### config.mk
export PLATFORM = sky130hd
export DESIGN_NAME = regfile_wb_arb
export DESIGN_NICKNAME = d
export VERILOG_FILES = /design/src/rtl/regfile_wb_arb_pkg.sv /design/src/rtl/wb_pend_fifo.sv /design/src/rtl/regfile_wb_arb.sv
export SDC_FILE = /design/constraint.sdc
export NUM_CORES = 1
export LEC_CHECK = 0
export BUFFER_PORTS_ARGS = -buffer_cell sky130_fd_sc_hd__buf_2
export CELL_PAD_IN_SITES_DETAIL_PLACEMENT = 0
export CELL_PAD_IN_SITES_GLOBAL_PLACEMENT = 1
export CORE_MARGIN = 8
export CORE_UTILIZATION = 43
export DETAILED_ROUTE_END_ITERATION = 10
export HOLD_SLACK_MARGIN = 0.03
export PLACE_DENSITY_LB_ADDON = 0.1
export SKIP_CTS_REPAIR_TIMING = 1
export SLEW_MARGIN = 20
export SYNTH_ARGS = -nofsm -noshare
export SYNTH_HDL_FRONTEND = slang
export SYNTH_SLANG_ARGS = --single-unit
### constraint.sdc
create_clock -name clk -period 7.2 [get_ports clk]
set_input_delay 1.44 -clock clk [delete_from_list [all_inputs] [get_ports clk]]
set_output_delay 1.44 -clock clk [all_outputs]
set_load 0.01 [all_outputs]
### src/rtl/regfile_wb_arb_pkg.sv
// Shared register-file definitions for the writeback arbiter.
// Also holds the default pending-FIFO depth and starvation threshold.
package regfile_wb_arb_pkg;
    localparam int                RegAddrBus  = 5;
    localparam int                RegBus      = 32;
    localparam logic              WriteEnable = 1'b1;
    localparam logic [RegBus-1:0] ZeroWord    = '0;
    localparam int                WbPendDepth = 2;
    localparam int                WbAgeMax    = 3;
endpackage

### src/rtl/wb_pend_fifo.sv
// Pending-write FIFO for long-latency results.
// Each entry carries a kill bit, and address-match lookups ignore killed entries.
module wb_pend_fifo
    import regfile_wb_arb_pkg::*;
#(
    parameter int DEPTH = WbPendDepth
) (
    input  logic                        clk,
    input  logic                        rst,
    input  logic                        push,
    input  logic [RegAddrBus-1:0]       push_addr,
    input  logic [RegBus-1:0]           push_data,
    input  logic                        pop,
    input  logic                        kill_en,
    input  logic [RegAddrBus-1:0]       kill_addr,
    input  logic [RegAddrBus-1:0]       chk_addr1,
    input  logic [RegAddrBus-1:0]       chk_addr2,
    output logic [RegAddrBus-1:0]       head_addr,
    output logic [RegBus-1:0]           head_data,
    output logic                        head_kill,
    output logic [$clog2(DEPTH+1)-1:0]  cnt,
    output logic                        hit1,
    output logic                        hit2
);
    localparam int PW = (DEPTH > 1) ? $clog2(DEPTH) : 1;
    localparam int CW = $clog2(DEPTH + 1);

    logic [RegAddrBus-1:0] mem_addr [DEPTH];
    logic [RegBus-1:0]     mem_data [DEPTH];
    logic [DEPTH-1:0]      live;
    logic [DEPTH-1:0]      kill;
    logic [PW-1:0]         rd_ptr;
    logic [PW-1:0]         wr_ptr;

    function automatic logic [PW-1:0] ptr_next(input logic [PW-1:0] p);
        return (p == PW'(DEPTH - 1)) ? '0 : p + PW'(1);
    endfunction

    // Push never lands on a live slot and pop never targets the push slot,
    // so kill, pop and push updates touch disjoint state within one cycle.
    always_ff @(posedge clk or negedge rst) begin
        if (!rst) begin
            rd_ptr <= '0;
            wr_ptr <= '0;
            cnt    <= '0;
            live   <= '0;
            kill   <= '0;
        end else begin
            if (kill_en) begin
                for (int i = 0; i < DEPTH; i++) begin
                    if (live[i] && mem_addr[i] == kill_addr) kill[i] <= 1'b1;
                end
            end
            if (pop) begin
                live[rd_ptr] <= 1'b0;
                rd_ptr       <= ptr_next(rd_ptr);
            end
            if (push) begin
                live[wr_ptr] <= 1'b1;
                kill[wr_ptr] <= 1'b0;
                wr_ptr       <= ptr_next(wr_ptr);
            end
            if (push && !pop)      cnt <= cnt + CW'(1);
            else if (pop && !push) cnt <= cnt - CW'(1);
        end
    end

    always_ff @(posedge clk) begin
        if (push) begin
            mem_addr[wr_ptr] <= push_addr;
            mem_data[wr_ptr] <= push_data;
        end
    end

    assign head_addr = mem_addr[rd_ptr];
    assign head_data = mem_data[rd_ptr];
    assign head_kill = kill[rd_ptr];

    always_comb begin
        hit1 = 1'b0;
        hit2 = 1'b0;
        for (int i = 0; i < DEPTH; i++) begin
            if (live[i] && !kill[i] && chk_addr1 != '0 && mem_addr[i] == chk_addr1) hit1 = 1'b1;
            if (live[i] && !kill[i] && chk_addr2 != '0 && mem_addr[i] == chk_addr2) hit2 = 1'b1;
        end
    end
endmodule

### src/rtl/regfile_wb_arb.sv
// Register-file write-port arbiter: the pipeline writeback has absolute priority,
// and long-latency results are bypassed or parked in a pending FIFO with starvation aging.
module regfile_wb_arb
    import regfile_wb_arb_pkg::*;
#(
    parameter int PEND_DEPTH = WbPendDepth,
    parameter int AGE_MAX    = WbAgeMax
) (
    input  logic                  clk,
    input  logic                  rst,
    input  logic                  p_we,
    input  logic [RegAddrBus-1:0] p_waddr,
    input  logic [RegBus-1:0]     p_wdata,
    input  logic                  l_valid,
    input  logic [RegAddrBus-1:0] l_waddr,
    input  logic [RegBus-1:0]     l_wdata,
    output logic                  l_ready,
    output logic                  wb_we,
    output logic [RegAddrBus-1:0] wb_waddr,
    output logic [RegBus-1:0]     wb_wdata,
    input  logic [RegAddrBus-1:0] chk_raddr1,
    input  logic [RegAddrBus-1:0] chk_raddr2,
    output logic                  chk_hit1,
    output logic                  chk_hit2,
    output logic                  stall_req,
    output logic [1:0]            pend_cnt
);
    localparam int CW = $clog2(PEND_DEPTH + 1);

    logic [CW-1:0]         cnt;
    logic [1:0]            age;
    logic [RegAddrBus-1:0] head_addr;
    logic [RegBus-1:0]     head_data;
    logic                  head_kill;
    logic                  head_live;
    logic                  p_sel;
    logic                  pop;
    logic                  bypass;
    logic                  push;

    assign head_live = (cnt != '0);
    assign p_sel     = rst && p_we && (p_waddr != '0);
    assign l_ready   = rst && (cnt < CW'(PEND_DEPTH));
    assign pend_cnt  = 2'(cnt);
    assign stall_req = (age == 2'(AGE_MAX));

    // A killed head still consumes the port for its pop cycle, blocking bypass.
    always_comb begin
        wb_we    = 1'b0;
        wb_waddr = '0;
        wb_wdata = ZeroWord;
        pop      = 1'b0;
        bypass   = 1'b0;
        if (p_sel) begin
            wb_we    = WriteEnable;
            wb_waddr = p_waddr;
            wb_wdata = p_wdata;
        end else if (head_live) begin
            pop = 1'b1;
            if (!head_kill) begin
                wb_we    = WriteEnable;
                wb_waddr = head_addr;
                wb_wdata = head_data;
            end
        end else if (rst && l_valid && l_waddr != '0) begin
            bypass   = 1'b1;
            wb_we    = WriteEnable;
            wb_waddr = l_waddr;
            wb_wdata = l_wdata;
        end
    end

    // Accepted requests that are bypassed, target $0 or are overwritten by a
    // same-cycle pipeline write are dropped rather than queued.
    assign push = l_valid && l_ready && !bypass && (l_waddr != '0)
                  && !(p_sel && p_waddr == l_waddr);

    always_ff @(posedge clk or negedge rst) begin
        if (!rst) begin
            age <= '0;
        end else if (pop || !head_live) begin
            age <= '0;
        end else if (p_sel && age != 2'(AGE_MAX)) begin
            age <= age + 2'd1;
        end
    end

    wb_pend_fifo #(
        .DEPTH(PEND_DEPTH)
    ) u_fifo (
        .clk       (clk),
        .rst       (rst),
        .push      (push),
        .push_addr (l_waddr),
        .push_data (l_wdata),
        .pop       (pop),
        .kill_en   (p_sel),
        .kill_addr (p_waddr),
        .chk_addr1 (chk_raddr1),
        .chk_addr2 (chk_raddr2),
        .head_addr (head_addr),
        .head_data (head_data),
        .head_kill (head_kill),
        .cnt       (cnt),
        .hit1      (chk_hit1),
        .hit2      (chk_hit2)
    );
endmodule

==> results by group <==
Timing
  – Final hold vios: 0
  – Final Cycle Share: 0.713
  – Max Slew Vio Count: 0
  – Hold slack final: 0.519 ns
  – Final setup vio count: 0
  – Max transition margin: 0.312
  – RSZ-0062 raised after global routing: no
  – Post-route setup TNS: 0 ns
  – Post-layout min period: 5.13 ns
  – Slew @ Worst Pin: 1.03 ns
  – Clock Skew: 0.0120 ns
  – Final WS setup: 2.07 ns
  – Max Freq: 195 MHz

Clock network
  – TritonCTS clock tree: done
  – Inserted Clock Buffers: 9
  – Clock sinks: 84
  – Clock buffer depth: 2
  – CTS root buf: clkbuf_8
  – Worst skew pair latency: 0.35 ns
  – Clk pin slew, worst setup/hold paths: 0.08 ns
  – CTS H-tree depth: 3

Critical path
  – CP endpoint: wb_wdata[7]
  – CP Launch Point: rst
  – Crit-path max FO: 18
  – R2R Setup Slk: 5.43 ns
  – Critical path, cell by cell: buf_2 > nor2b_1 > and3b_1 > and2_1 > buf_4 > a221oi_1 > nor2_1 > buf_2
  – R2R depth: 6
  – CP top delay family: simple AND/OR/NAND/NOR gates
  – CP Depth: 8
  – Crit Path Class: in -> out
  – Reg2reg end: u_fifo.cnt[1]
  – Buf+Inv Stages, Crit Path: 3
  – Worst setup SP type: primary input
  – Crit path top cell by count: buf_2
  – Worst EP arrival: 3.69 ns
  – Largest stage delay, worst path: 0.58 ns
  – Worst r2r src: u_fifo.cnt[0]
  – Setup crit end kind: primary output
  – Slowest cell on the critical path: and2_1
  – Req. time, crit path: 5.76 ns

Power and ir drop
  – Tot Pwr: 1.51 mW
  – Logic pwr share: 0.370
  – Sw Pwr: 533 µW
  – IR drop worst, VDD: 134 µV
  – Flop pwr share: 0.438
  – Clk pwr share: 0.193
  – P_int: 981 µW
  – Leakage dissipation: 2.09 nW
  – Switching share of power: 0.352
  – P per Cell Area: 287 nW/µm²

Synth
  – Post-Syn Nets: 443
  – Synthesized area: 4290 µm²
  – Sequential-to-total area share from yosys stat: 0.576
  – Yosys cell types: 33
  – Synth Area in Simple Gates: 0.110
  – Synth Area in Adders: 0.00583
  – Share of the synthesized area in the top cell type: 0.518
  – Number of synthesized flops with an enable pin: 74
  – Mux cell area share after synthesis: 0.0994
  – FF+latch count, synth: 84
  – Synth Area in XOR/XNOR: 0.0816
  – Largest family of logic cells by synthesized area: simple AND/OR/NAND/NOR gates
  – Leading area contributor after synthesis: edfxtp_1
  – Syn avg cell area: 12.2 µm²
  – Yosys warns: 0
  – Compound-Gate Fraction of Synth Area: 0.0997
  – Predominant post-synthesis flop cell: edfxtp_1
  – Top cells by area, synth: edfxtp_1 52%, mux2_2 9.7%, a221oi_1 7.1%
  – Post-synth ARST share: 0.119
  – Post-Syn Instances: 353

GRT
  – GRT overflow: 0
  – Global-route wire length before repair: 17500 µm
  – Overall Global Routing Usage: 0.167
  – Largest net degree at the start of global routing: 44
  – Vias in the first global route: 3504
  – Initial antenna violation count: 0

Status
  – Status: complete, no violations

Die
  – Rows: 36
  – Area of the die: 13400 µm²
  – Core area: 9730 µm²
  – Die span in y: 116 µm
  – Initial core utilization: 0.441
  – Io pins: 132
  – Chip width: 116 µm

Detailed routing
  – Initial drt markers: 181
  – Average wire per standard cell: 17.8 µm
  – Routed Antenna Nets: 0
  – Drt total wl: 10900 µm
  – Iteration count of the initial detailed-routing pass: 4
  – Routed vias: 3230
  – DR vias/cell: 5.25
  – Drt drc: 0

Placement
  – DP Wirelength: 7490 µm
  – PortBufs: 131
  – Placer Congestion: 0.882
  – Place WS: 2.00 ns
  – Placed cell count: 599
  – DP Area: 5100 µm²

Run
  – Max-Cap Viols: 0

Finish
  – Area grow syn2layout: 22.7%
  – Commonest non-fill, non-tap cell in the layout: buf_2
  – Nets: 567
  – Non-Filler Instances: 615
  – Antenna cells: 0
  – Share of layout cells above drive strength 1: 0.409
  – Design area: 5270 µm²
  – Final core utilization: 0.541
  – Most frequent cells in the layout: 131 x buf_2, 79 x nor2_1, 74 x edfxtp_1, 37 x mux2_2, 35 x a221oi_1

Min path
  – Worst hold path type: reg -> reg
## power groups by stage
| stage | logic [mW] | registers (mW) | clock network [mW] |
|---|---|---|---|
| finish | 0.560 | 0.663 | 0.292 |
| CTS | 0.569 | 0.664 | 0.302 |
| detailed placement | 0.566 | 0.674 | 0 |
| global placement | 0.561 | 0.671 | 0 |
| floorplan | 0.400 | 0.622 | 0 |
| global route | 0.620 | 0.673 | 0.324 |
## flip-flops by register name (all words and copies together), names as in the netlist
name,flops
u_fifo.cnt,2
u_fifo.mem_data,64
u_fifo.mem_addr,10
u_fifo.wr_ptr,1
age,2
u_fifo.rd_ptr,1
u_fifo.kill,2
u_fifo.live,2
## cell families after synthesis
kind of cell / after synthesis
xor gates and xnor gates: 40
muxes: 38
and+or+nand+nor: 111
buffers and inverters: 27
AOI/OAI and AO/OA: 51
adders and majority gates: 2
DFF: 84
## worst reg2reg max path, stage by stage, from the launching register on
cell and delay (ns):
dfrtp_1 0.46, nor2_1 0.41, nor2_1 0.11, inv_1 0.13
ha_1 0.27, nor2_1 0.14, xor2_1 0.18
## synthesized netlist by cell type, drive strengths merged (3+ instances only)
library cell and number:
xor2 23, edfxtp 74, nor2 79, xnor2 17, nand2 4, clkbuf 13
nor3 9, dfrtp 10, buf 12, nor2b 3, nand3 3, or3 3
mux2 37, nor4 5, a221oi 35
## area by class of cell
cell class	instances	area, µm²
Tap cell	133	166
Timing Repair Buffer	138	708
Clock inverter	6	38.8
Multi-Input combinational cell	242	1750
Fill cell	892	4460
Clock buffer	10	128
Inverter	2	7.51
Sequential cell	84	2470
## routing by layer
metal  up-vias  part of all wire  routed length (µm)  global-route usage
li1       1568                 -                   -                   -
met1      1550              0.44                4840               0.211
met2        99              0.48                5250               0.274
met3        13             0.064                 696              0.0401
met4         0             0.013                 143              0.0579
met5         -                 0                   0                   0
## worst min-delay path by stage
stage,endpoint,depth (start not counted),startpoint,slack [ns]
after detailed placement,u_fifo.live[1],1,u_fifo.live[1],0.50
final,u_fifo.kill[0],2,u_fifo.kill[0],0.52
after floorplan,u_fifo.live[1],1,u_fifo.live[1],0.46
after CTS,u_fifo.live[1],1,u_fifo.live[1],0.52
after global placement,u_fifo.live[1],1,u_fifo.live[1],0.50
after global routing,u_fifo.kill[0],2,u_fifo.kill[0],0.55
Note: power is estimated with default switching activity, not from simulation.
